==> src/rtl/mdio_arbiter_if.sv <==
// Bus bundle between two MDIO requesters, the arbiter and the MDIO frame engine.
// The slave modport is the arbiter's view; the master modport is the view of
// the requesters and the frame engine.
interface mdio_arbiter_if;
  logic [1:0]  REQ;
  logic [1:0]  OP;
  logic [9:0]  ADDR0;
  logic [9:0]  ADDR1;
  logic [15:0] WDATA0;
  logic [15:0] WDATA1;
  logic [1:0]  GNT;
  logic [1:0]  DONE;
  logic [15:0] RDATA;
  logic        ERR;
  logic        MDIO_START;
  logic        MDIO_OP;
  logic [9:0]  MDIO_ADDR;
  logic [15:0] MDIO_WDATA;
  logic        MDIO_DONE;
  logic [15:0] MDIO_RDATA;

  modport slave (
    input  REQ, OP, ADDR0, ADDR1, WDATA0, WDATA1, MDIO_DONE, MDIO_RDATA,
    output GNT, DONE, RDATA, ERR, MDIO_START, MDIO_OP, MDIO_ADDR, MDIO_WDATA
  );

  modport master (
    output REQ, OP, ADDR0, ADDR1, WDATA0, WDATA1, MDIO_DONE, MDIO_RDATA,
    input  GNT, DONE, RDATA, ERR, MDIO_START, MDIO_OP, MDIO_ADDR, MDIO_WDATA
  );
endinterface

==> src/rtl/mdio_arbiter.sv <==
// Two-requester arbiter in front of a single MDIO frame engine.
// Flow: IDLE -> ISSUE (start strobe) -> WAIT (frame engine busy) -> FINISH -> IDLE.
// Ties go to the requester not served last; all outputs are registered.
// Optional build macro MDIO_ARB_TIMEOUT_EN adds a 200-cycle WAIT timeout that
// completes the transaction with ERR=1 (and RDATA=16'hFFFF for reads).
module mdio_arbiter (
  input  logic           MDC,
  input  logic           reset,
  mdio_arbiter_if.slave  bus
);

  typedef enum logic [1:0] {IDLE, ISSUE, WAIT, FINISH} state_t;

  state_t      state_q;
  logic        g_q;        // index of the granted requester
  logic        last_q;     // index of the requester served last
  logic [1:0]  gnt_q;
  logic [1:0]  done_q;
  logic        start_q;
  logic        op_q;
  logic [9:0]  addr_q;
  logic [15:0] wdata_q;
  logic [15:0] rdata_q;
  logic        win_d;      // winner of the current arbitration round

`ifdef MDIO_ARB_TIMEOUT_EN
  logic [7:0]  cnt_q;
  logic        tout_q;     // current transaction ended by timeout
  logic        err_q;
`endif

  // Winner select: a lone request wins outright, a tie goes to the one not served last
  always_comb begin
    win_d = 1'b0;
    if (bus.REQ == 2'b10)
      win_d = 1'b1;
    else if (bus.REQ == 2'b11)
      win_d = ~last_q;
  end

  // Arbitration FSM with registered outputs; MDIO_DONE is only looked at in WAIT
  always_ff @(posedge MDC) begin
    if (reset) begin
      state_q <= IDLE;
      g_q     <= 1'b0;
      last_q  <= 1'b1;
      gnt_q   <= 2'b00;
      done_q  <= 2'b00;
      start_q <= 1'b0;
      op_q    <= 1'b0;
      addr_q  <= 10'd0;
      wdata_q <= 16'd0;
      rdata_q <= 16'd0;
`ifdef MDIO_ARB_TIMEOUT_EN
      cnt_q   <= 8'd0;
      tout_q  <= 1'b0;
      err_q   <= 1'b0;
`endif
    end else begin
      done_q  <= 2'b00;
      start_q <= 1'b0;
`ifdef MDIO_ARB_TIMEOUT_EN
      err_q   <= 1'b0;
`endif
      case (state_q)
        IDLE: begin
          if (bus.REQ != 2'b00) begin
            g_q     <= win_d;
            gnt_q   <= win_d ? 2'b10 : 2'b01;
            op_q    <= bus.OP[win_d];
            addr_q  <= win_d ? bus.ADDR1 : bus.ADDR0;
            wdata_q <= win_d ? bus.WDATA1 : bus.WDATA0;
            state_q <= ISSUE;
          end
        end
        ISSUE: begin
          start_q <= 1'b1;
          state_q <= WAIT;
`ifdef MDIO_ARB_TIMEOUT_EN
          cnt_q   <= 8'd0;
          tout_q  <= 1'b0;
`endif
        end
        WAIT: begin
          // A real completion beats a timeout landing in the same cycle
          if (bus.MDIO_DONE) begin
            if (op_q)
              rdata_q <= bus.MDIO_RDATA;
            state_q <= FINISH;
          end
`ifdef MDIO_ARB_TIMEOUT_EN
          else if (cnt_q == 8'd199) begin
            tout_q  <= 1'b1;
            if (op_q)
              rdata_q <= 16'hFFFF;
            state_q <= FINISH;
          end else begin
            cnt_q <= cnt_q + 8'd1;
          end
`endif
        end
        FINISH: begin
          done_q  <= g_q ? 2'b10 : 2'b01;
          gnt_q   <= 2'b00;
          last_q  <= g_q;
          state_q <= IDLE;
`ifdef MDIO_ARB_TIMEOUT_EN
          err_q   <= tout_q;
`endif
        end
        default: state_q <= IDLE;
      endcase
    end
  end

  assign bus.GNT        = gnt_q;
  assign bus.DONE       = done_q;
  assign bus.RDATA      = rdata_q;
  assign bus.MDIO_START = start_q;
  assign bus.MDIO_OP    = op_q;
  assign bus.MDIO_ADDR  = addr_q;
  assign bus.MDIO_WDATA = wdata_q;
`ifdef MDIO_ARB_TIMEOUT_EN
  assign bus.ERR        = err_q;
`else
  assign bus.ERR        = 1'b0;
`endif

endmodule

==> src/flat_wrapper.sv <==
// flat-port wrapper written by rule: the top's interface ports become plain ports
module mdio_arbiter_flat 
  (MDC, reset, bus_REQ, bus_OP, bus_ADDR0, bus_ADDR1, bus_WDATA0, bus_WDATA1, bus_MDIO_DONE, bus_MDIO_RDATA, bus_GNT, bus_DONE, bus_RDATA, bus_ERR, bus_MDIO_START, bus_MDIO_OP, bus_MDIO_ADDR, bus_MDIO_WDATA);
  mdio_arbiter_if bus_i ();
  input  logic MDC;
  input  logic reset;
  input wire logic [$bits(bus_i.REQ)-1:0] bus_REQ;
  input wire logic [$bits(bus_i.OP)-1:0] bus_OP;
  input wire logic [$bits(bus_i.ADDR0)-1:0] bus_ADDR0;
  input wire logic [$bits(bus_i.ADDR1)-1:0] bus_ADDR1;
  input wire logic [$bits(bus_i.WDATA0)-1:0] bus_WDATA0;
  input wire logic [$bits(bus_i.WDATA1)-1:0] bus_WDATA1;
  input wire logic [$bits(bus_i.MDIO_DONE)-1:0] bus_MDIO_DONE;
  input wire logic [$bits(bus_i.MDIO_RDATA)-1:0] bus_MDIO_RDATA;
  output wire logic [$bits(bus_i.GNT)-1:0] bus_GNT;
  output wire logic [$bits(bus_i.DONE)-1:0] bus_DONE;
  output wire logic [$bits(bus_i.RDATA)-1:0] bus_RDATA;
  output wire logic [$bits(bus_i.ERR)-1:0] bus_ERR;
  output wire logic [$bits(bus_i.MDIO_START)-1:0] bus_MDIO_START;
  output wire logic [$bits(bus_i.MDIO_OP)-1:0] bus_MDIO_OP;
  output wire logic [$bits(bus_i.MDIO_ADDR)-1:0] bus_MDIO_ADDR;
  output wire logic [$bits(bus_i.MDIO_WDATA)-1:0] bus_MDIO_WDATA;
  assign bus_i.REQ = bus_REQ;
  assign bus_i.OP = bus_OP;
  assign bus_i.ADDR0 = bus_ADDR0;
  assign bus_i.ADDR1 = bus_ADDR1;
  assign bus_i.WDATA0 = bus_WDATA0;
  assign bus_i.WDATA1 = bus_WDATA1;
  assign bus_i.MDIO_DONE = bus_MDIO_DONE;
  assign bus_i.MDIO_RDATA = bus_MDIO_RDATA;
  assign bus_GNT = bus_i.GNT;
  assign bus_DONE = bus_i.DONE;
  assign bus_RDATA = bus_i.RDATA;
  assign bus_ERR = bus_i.ERR;
  assign bus_MDIO_START = bus_i.MDIO_START;
  assign bus_MDIO_OP = bus_i.MDIO_OP;
  assign bus_MDIO_ADDR = bus_i.MDIO_ADDR;
  assign bus_MDIO_WDATA = bus_i.MDIO_WDATA;
  mdio_arbiter u_core (.MDC(MDC), .reset(reset), .bus(bus_i));
endmodule
==> config.mk <==
export PLATFORM = sky130hd
export DESIGN_NAME = mdio_arbiter_flat
export DESIGN_NICKNAME = d
export VERILOG_FILES = /design/src/rtl/mdio_arbiter_if.sv /design/src/rtl/mdio_arbiter.sv /design/src/flat_wrapper.sv
export SDC_FILE = /design/constraint.sdc
export NUM_CORES = 1
export LEC_CHECK = 0
export BUFFER_PORTS_ARGS = -buffer_cell sky130_fd_sc_hd__buf_2
export CORE_AREA = 10 10 84 86
export DETAILED_ROUTE_END_ITERATION = 8
export DIE_AREA = 0 0 94 96
export PLACE_DENSITY = 0.74
export SLEW_MARGIN = 10
export SYNTH_ARGS = -nofsm -noshare
export SYNTH_HDL_FRONTEND = slang
export SYNTH_SLANG_ARGS = --single-unit
==> constraint.sdc <==
create_clock -name MDC -period 1.8 [get_ports MDC]
set_clock_uncertainty 0.1 [all_clocks]
set_input_delay 0.09 -clock MDC [delete_from_list [all_inputs] [get_ports MDC]]
set_output_delay 0.09 -clock MDC [all_outputs]
set_load 0.05 [all_outputs]
* After elaboration in Yosys (flattened, before gate mapping)
Cells that the tools add are included.
** Word-level totals
- Register bits after elaboration :: 52
** Operators by class
- Order comparisons :: 1
- Eq/ne operators :: 7
- Mux-type cells :: 14
- Bitwise operators :: 2
- Reductions and logical operators :: 8
** Operator list (count)
- 2-to-1 mux 16 bit :: 1
- 2-to-1 mux 10 bit :: 1
- 2-to-1 mux 2 bit :: 5
- == test 2 bit (second input constant) :: 4
- one-hot mux 2 bit (4 select lines) :: 1
- AND reduction 2 bit :: 3
- 2-to-1 mux 1 bit :: 5
- one-hot mux 2 bit (2 select lines) :: 1
- nonzero test 2 bit :: 2
- AND reduction 3 bit :: 1
- == test 2 x 1 -> 1 bit (second input constant) :: 1
- logical NOT 2 bit :: 1
- < comparator 1 x 2 -> 1 bit (second input constant) :: 1
- != test 2 x 1 -> 1 bit (second input constant) :: 1
- != test 2 bit (second input constant) :: 1
- inverter 1 bit :: 2
- OR reduction 2 bit :: 1

* Logic depth before layout (Yosys ltp)
Gate-level depths: netlist of the first run.
- Word-level depth :: 6
- Depth in mapped cells :: 7
- Depth with buffers taken out :: 5

* Least setup slack after synthesis of the first run
Ideal clock, no wire load.
- Path type :: register to register
- Start :: register u_core.op_q, in the netlist u_core.bus.MDIO_OP
- End :: register u_core.rdata_q[10], in the netlist u_core.bus.RDATA[10]
- Library setup time :: 0.070 ns
- Arrival :: 1.427 ns
- Data required time :: 1.630 ns
- Slack :: 0.203 ns
- Stages on the path, launching flop included :: 6
- Clock period less this slack :: 1.597 ns
- Cells stage by stage :: dfxtp_1 -> and3_1 -> clkbuf_1 -> buf_2 -> nand2_1 -> a21oi_1
** Between the ends
- Word-level cells in the longest chain between the ends :: 1
** RTL lines
- from (decl) :: line mdio_arbiter.sv:20 : logic op_q;
- from (signal assigned) :: line mdio_arbiter.sv:70 : op_q <= bus.OP[win_d];
- AND reduction 3 bit (no line)
- to (signal assigned) :: line mdio_arbiter.sv:88 : rdata_q <= bus.MDIO_RDATA;
- to (decl) :: line mdio_arbiter.sv:23 : logic [15:0] rdata_q;
No other way between the ends.
A chain may end at the register's enable or synchronous reset.

* Worst setup path in the final report of the first run
- Start :: register u_core.state_q[0]
- End :: register u_core.wdata_q[4], in the netlist u_core.bus.MDIO_WDATA[4]
** Between the ends
- Word-level cells in the longest chain between the ends :: 2
** RTL lines
- from (decl) :: line mdio_arbiter.sv:14 : state_t state_q;
- from (signal assigned) :: line mdio_arbiter.sv:44 : state_q <= IDLE;
- from (signal assigned) :: line mdio_arbiter.sv:73 : state_q <= ISSUE;
- from (signal assigned) :: line mdio_arbiter.sv:78 : state_q <= WAIT;
- logical NOT 2 bit :: line mdio_arbiter.sv:65 : case (state_q)
- AND reduction 2 bit (no line)
- to (signal assigned) :: line mdio_arbiter.sv:72 : wdata_q <= win_d ? bus.WDATA1 : bus.WDATA0;
- to (decl) :: line mdio_arbiter.sv:22 : logic [15:0] wdata_q;
No other way between the ends.

==> results.sh, run 1 <==
export IMPL_holdPathEnd="u_core.bus.MDIO_WDATA[0]"
export IMPL_dpl_hpwl_um=5160
export IMPL_yosysTopAreaCell="dfxtp_1"
export IMPL_cts_buffer_depth=2
export IMPL_slew_headroom=0.413
export IMPL_yosys_top_cells_area="dfxtp_1, nand2_1, a211oi_2"
export IMPL_power_leakage_nw=1.64
export IMPL_fillerInstances=486
export IMPL_wl_per_cell_um=15.2
export IMPL_synth_avg_cell_area_um2=8.66
export IMPL_hold_depth=3
export IMPL_nets=507
export IMPL_cp_cell_sequence="inv_1 > ha_2 > o21a_1 > buf_12 > nor2_1 > a211oi_1"
export IMPL_track_usage=0.167
export IMPL_synth_top_area_share=0.452
export IMPL_vias=2423
export IMPL_crit_slowest_cell="dfxtp_1"
export IMPL_vias_per_cell=4.83
export IMPL_placed_cells_incl_taps=448
export IMPL_ys_flop_type="dfxtp_1"
export IMPL_design_area_um2=3520
export IMPL_grt_pass1_vias=2533
export IMPL_worstReg2RegEnd="u_core.bus.MDIO_WDATA[4]"
export IMPL_timing_hold_violations_final=0
export IMPL_place_port_buffers=122
export IMPL_ys_ff_latch=52
export IMPL_timing_final_ws_setup_ns=0.182
export IMPL_clk_pin_slew_ns=0.09
export IMPL_place_ws_ns=0.122
export IMPL_antenna_found_initial=0
export IMPL_min_delay_start="bus_WDATA1[0]"
export IMPL_finalCoreUtilization=0.650
export IMPL_overflow=0
export IMPL_fmax_mhz=618
export IMPL_htreeDepth=2
export IMPL_yosysWarnings=0
export IMPL_r2r_start="u_core.state_q[0]"
export IMPL_gp_congestion=0.712
export IMPL_drt_iter0_drc=130
export IMPL_finalCritPeriodShare=0.899
export IMPL_cts_tree="done"
export IMPL_grt_max_degree=35
export IMPL_tightest_slew_ns=0.881
export IMPL_syn_nets=345
export IMPL_period_minus_slack_ns=1.62
export IMPL_endpoint_kind="register"
export IMPL_max_vdd_ir_drop_mv=0.799
export IMPL_die_x_um=94
export IMPL_multi_input_area_um2=1120
export IMPL_cp_num_buf_inv=2
export IMPL_clock_latency_ns=0.30
export IMPL_layout_drive_gt1_share=0.392
export IMPL_hold_class="in2reg"
export IMPL_seqCellArea_um2=1040
export IMPL_ff2ff_path_depth=6
export IMPL_tns_ns=0
export IMPL_synthArstFlopShare=0
export IMPL_rows=27
export IMPL_worstSetupPathType="reg2reg"
export IMPL_rsz0062_at_grt="no"
export IMPL_worst_setup_path_start_kind="register"
export IMPL_cap_viol_max_count=0
export IMPL_initial_utilization=0.426
export IMPL_clock_sinks=52
export IMPL_fin_cells=502
export IMPL_synth_edf_count=0
export IMPL_critPathMaxStageDelay_ns=0.35
export IMPL_die_h_um=96
export IMPL_worstPathRequired_ns=1.91
export IMPL_mappedNetlistArea_um2=2300
export IMPL_p_per_area_nw_per_um2=1420
export IMPL_dieArea_um2=9020
export IMPL_rrSetupSlack_ns=0.18
export IMPL_ios=124
export IMPL_whs_ns=0.0120
export IMPL_grt_pass1_wl_um=12300
export IMPL_crit_fanout=19
export IMPL_drc=0
export IMPL_outcome="complete, no violations"
export IMPL_arrival_ns=1.72
export IMPL_cpLargestDelayFamily="compound AO/OA/AOI/OAI gates"
export IMPL_first_pass_iters=4
export IMPL_ys_seq_area_frac=0.452
export IMPL_power_total_mw=4.99
export IMPL_placed_area_um2=2950
export IMPL_area_growth_pct=52.6
export IMPL_coreArea_um2=5410
export IMPL_cts_buffers=5
export IMPL_setup_violations=0
export IMPL_cts_root_buf="clkbuf_8"
export IMPL_drv_slew=0
export IMPL_synth_distinct_cells=30
export IMPL_synth_cells=266
export IMPL_post_cts_buffers=0
export IMPL_routed_wl_um=7650
export IMPL_ys_top_cells_by_count="nand2_1, dfxtp_1, a21oi_1"
export IMPL_postRouteAntennaNets=0
export IMPL_yosysMostFrequentCell="nand2_1"
[report_power, final]
part / switching, mW / leakage [nW] / internal, mW
Sequential: 0.169 / 0.427 / 1.45
Clock: 0.374 / 0.0552 / 0.413
Combinational: 1.82 / 1.16 / 0.767
Total: 2.36 / 1.64 / 2.63
[registers in the layout (all words and copies together), names as in the netlist]
signal                 count
u_core.state_q             2
u_core.last_q              1
u_core.bus.MDIO_START      1
u_core.bus.RDATA          16
u_core.bus.MDIO_WDATA     16
u_core.bus.MDIO_OP         1
u_core.bus.MDIO_ADDR      10
u_core.bus.DONE            2
u_core.g_q                 1
u_core.bus.GNT             2
[layout make-up]
cell class	instances	area share
Tap cell	72	0.0256
Timing Repair Buffer	175	0.325
Multi-Input combinational cell	191	0.319
Sequential cell	52	0.296
Clock inverter	2	0.00996
Inverter	3	0.00320
Antenna cell	1	0.000712
Clock buffer	6	0.0206
[worst max path at each step]
stage                                   from                  endpoint  slack (ns)  cells past startpoint
after global routing       u_core.state_q[0]   u_core.bus.MDIO_ADDR[9]        0.06                      6
after detailed placement   u_core.state_q[0]   u_core.bus.MDIO_ADDR[2]        0.12                      5
after CTS                  u_core.state_q[0]   u_core.bus.MDIO_ADDR[2]        0.11                      5
after floorplan           u_core.bus.MDIO_OP      u_core.bus.RDATA[10]        0.20                      5
after global placement     u_core.state_q[0]   u_core.bus.MDIO_ADDR[1]        0.21                      5
final                      u_core.state_q[0]  u_core.bus.MDIO_WDATA[4]        0.18                      6
[placed cells by master, fill, tap and decap left out, types with 3 or more instances in the layout]
master,Yosys,final
buf_2,3,122
nand2_1,60,60
dfxtp_1,52,52
dlygate4sd3_1,0,44
a21oi_1,36,36
nor2_1,31,31
a211oi_2,16,16
a211oi_1,11,11
a21oi_2,10,10
buf_4,6,7
clkbuf_8,0,5
inv_1,3,3
nor2b_1,3,3
ha_1,4,3
[repair_timing]
item                                    CTS  global route
hold buffers                             44             0
hold endpoints to repair                 43             0
gates resized for setup                   0             1
endpoints found under the setup margin    0            14
[per-layer routing]
layer / wire length (µm) / track usage
met1: 3040 / 0.192
met2: 3850 / 0.276
met3: 561 / 0.0591
met4: 203 / 0.0734
met5: 0 / 0
[worst register-to-register path: stages (launching register included)]
cell and delay (ns):
dfxtp_1 0.35, inv_1 0.09, ha_2 0.28, o21a_1 0.23
buf_12 0.17, nor2_1 0.05, a211oi_1 0.24
[kinds of logic after synthesis]
| logic type | synth area share |
|---|---|
| muxes | 0.00434 |
| buffers and inverters | 0.0673 |
| DFF | 0.452 |
| adders and majority gates | 0.0217 |
| other | 0.00163 |
| and+or+nand+nor | 0.177 |
| AOI/OAI and AO/OA | 0.276 |
Power figures use the tool's default switching activity.
==> run 2, diff against run 1 <==
--- a/config.mk
+++ b/config.mk
@@ -5,11 +5,12 @@
 export SDC_FILE = /design/constraint.sdc
 export NUM_CORES = 1
 export LEC_CHECK = 0
+export ABC_AREA = 1
 export BUFFER_PORTS_ARGS = -buffer_cell sky130_fd_sc_hd__buf_2
-export CORE_AREA = 10 10 84 86
+export CORE_AREA = 2 2 76 78
 export DETAILED_ROUTE_END_ITERATION = 8
-export DIE_AREA = 0 0 94 96
-export PLACE_DENSITY = 0.74
+export DIE_AREA = 0 0 78 80
+export PLACE_DENSITY = 0.75
 export SLEW_MARGIN = 10
 export SYNTH_ARGS = -nofsm -noshare
 export SYNTH_HDL_FRONTEND = slang
==> run 2 against run 1 <==
  * Synthesized cell count up 32%
  * Register-to-register slack barely moved
  * Critical endpoint is now u_core.bus.MDIO_WDATA[8]
  * Die area fell by 31%
==> results.sh, run 2 <==
export IMPL_outcome="complete, no violations"
export IMPL_crit_path_frequent_cell="nor2_1"
export IMPL_clock_sinks=52
export IMPL_endpoint_kind="register"
export IMPL_use_met1=0.247
export IMPL_crit_fanout=55
export IMPL_ys_top_cells_by_count="nor2_1, nand2_1, dfxtp_1"
export IMPL_layout_common_cells="buf_2, nor2_1, nand2_1, dfxtp_1, inv_1"
export IMPL_timing_final_ws_setup_ns=0.186
export IMPL_post_cts_buffers=0
export IMPL_cts_root_buf="clkbuf_8"
export IMPL_max_vdd_ir_drop_mv=0.722
export IMPL_cts_hold_buf=40
export IMPL_place_port_buffers=122
export IMPL_die_h_um=80
export IMPL_fmax_mhz=620
export IMPL_rows=27
export IMPL_cts_tree="done"
export IMPL_critPathMaxStageDelay_ns=0.34
export IMPL_yosysMostFrequentCell="nor2_1"
export IMPL_worstPathRequired_ns=1.90
export IMPL_cts_buffer_depth=2
export IMPL_overflow=0
export IMPL_period_minus_slack_ns=1.61
export IMPL_layout_cells_most_common="buf_2"
export IMPL_clock_latency_ns=0.30
export IMPL_finalCritPeriodShare=0.897
export IMPL_yosysTopAreaCell="dfxtp_1"
export IMPL_grt_pass1_wl_um=10800
export IMPL_vias=2548
export IMPL_routed_wl_um=6400
export IMPL_layout_drive_gt1_share=0.275
export IMPL_hold_class="in2reg"
export IMPL_power_leakage_nw=1.89
export IMPL_dpl_hpwl_um=3870
export IMPL_vias_per_cell=4.38
export IMPL_grt_max_degree=56
export IMPL_fillerInstances=458
export IMPL_use_met2=0.394
export IMPL_clk_pin_slew_ns=0.09
export IMPL_yosys_top_cells_area="dfxtp_1, nor2_1, nand2_1"
export IMPL_synth_distinct_cells=18
export IMPL_postRouteAntennaNets=0
export IMPL_place_ws_ns=0.194
export IMPL_ios=124
export IMPL_initial_utilization=0.434
export IMPL_cap_viol_max_count=0
export IMPL_track_usage=0.214
export IMPL_coreArea_um2=5410
export IMPL_gp_congestion=0.750
export IMPL_antenna_found_initial=0
export IMPL_worstSetupPathType="reg2reg"
export IMPL_power_total_mw=4.49
export IMPL_ys_seq_area_frac=0.444
export IMPL_drt_iter0_drc=89
export IMPL_die_x_um=78
export IMPL_whs_ns=0.000531
export IMPL_yosysWarnings=0
export IMPL_wl_per_cell_um=11.0
export IMPL_dieArea_um2=6240
export IMPL_first_pass_iters=4
export IMPL_synthArstFlopShare=0
export IMPL_tns_ns=0
export IMPL_synth_cells=352
export IMPL_cts_resized_gates=0
export IMPL_cts_buffers=5
export IMPL_nets=588
export IMPL_synth_top_area_share=0.444
export IMPL_rsz0062_at_grt="no"
export IMPL_syn_nets=431
export IMPL_ys_flop_type="dfxtp_1"
export IMPL_grt_busiest_layer="met2"
export IMPL_htreeDepth=2
export IMPL_grt_pass1_vias=2497
export IMPL_cp_num_buf_inv=3
export IMPL_worst_setup_path_start_kind="register"
export IMPL_use_met3=0.0611
export IMPL_area_growth_pct=49.8
export IMPL_drv_slew=0
export IMPL_timing_hold_violations_final=0
export IMPL_setup_violations=0
export IMPL_synth_avg_cell_area_um2=6.66
export IMPL_synth_edf_count=0
export IMPL_ys_ff_latch=52
export IMPL_arrival_ns=1.72
export IMPL_finalCoreUtilization=0.650
export IMPL_num_antenna_cells=0
export IMPL_cpLargestDelayFamily="buffers and inverters"
export IMPL_mappedNetlistArea_um2=2340
export IMPL_cp_cell_sequence="inv_1 > ha_1 > inv_2 > nor2_8 > buf_12 > nand2_1 > nor2_1 > nor2_1"
export IMPL_drc=0
export IMPL_crit_slowest_cell="dfxtp_1"
export IMPL_p_per_area_nw_per_um2=1280
==> run 2: changes by cell type after synthesis, moves of 11 or more <==
cell	before	now
nor2_1	31	85
inv_1	3	51
o21ai_1	0	27
a211oi_2	16	0
o21ai_0	2	18
a21oi_1	36	22
a211oi_1	11	0
==> run 2: final timing paths <==
kind	depth (start not counted)	endpoint	startpoint	slack, ns
worst min register to register	2	u_core.bus.RDATA[7]	u_core.bus.RDATA[7]	0.35
worst max register to register	8	u_core.bus.MDIO_WDATA[8]	u_core.state_q[0]	0.19
worst min-delay path	5	u_core.bus.MDIO_WDATA[0]	bus_WDATA0[0]	0.0005
worst max-delay path	8	u_core.bus.MDIO_WDATA[8]	u_core.state_q[0]	0.19
==> run 2: routing by layer <==
| layer | vias up | part of all wire |
|---|---|---|
| met2 | 91 | 0.49 |
| met4 | 0 | 0.0056 |
| li1 | 1378 | - |
| met5 | - | 0 |
| met1 | 1074 | 0.43 |
| met3 | 5 | 0.072 |
==> run 2: stage by stage <==
step	cells	area, µm²
6_report	582	3510
2_1_floorplan	352	2340
3_5_place_dp	534	3020
3_3_place_gp	534	3020
4_1_cts	582	3510
5_1_grt	582	3510
==> run 2: final cells by class <==
cell class	instances	area [µm²]	share of cell area
Clock inverter	3	23.8	0.00677
Timing Repair Buffer	168	1080	0.308
Tap cell	72	90.1	0.0257
Inverter	52	195	0.0556
Multi-Input combinational cell	230	1010	0.288
Clock buffer	5	68.8	0.0196
Sequential cell	52	1040	0.296
==> run 2: power by group <==
part	switching, mW	internal (mW)
Combinational	1.60	0.646
Clock	0.398	0.276
Sequential	0.143	1.42
Total	2.15	2.35
==> run 2: worst reg2reg max path: cells and delay by family (launching register included) <==
kind	cells	cell delay [ns]
adders and majority gates	1	0.27
buffers and inverters	3	0.45
DFF	1	0.34
and+or+nand+nor	4	0.36
==> run 2: cells by family (layout without fill, tap and decap cells) <==
logic type / count (synthesis) / after routing / share of synthesized area
buf+inv: 70 / 228 / 0.124
other cells: 1 / 1 / 0.00160
simple gates: 158 / 158 / 0.266
flops: 52 / 52 / 0.444
compound gates: 67 / 67 / 0.143
fa+ha+maj: 4 / 4 / 0.0213
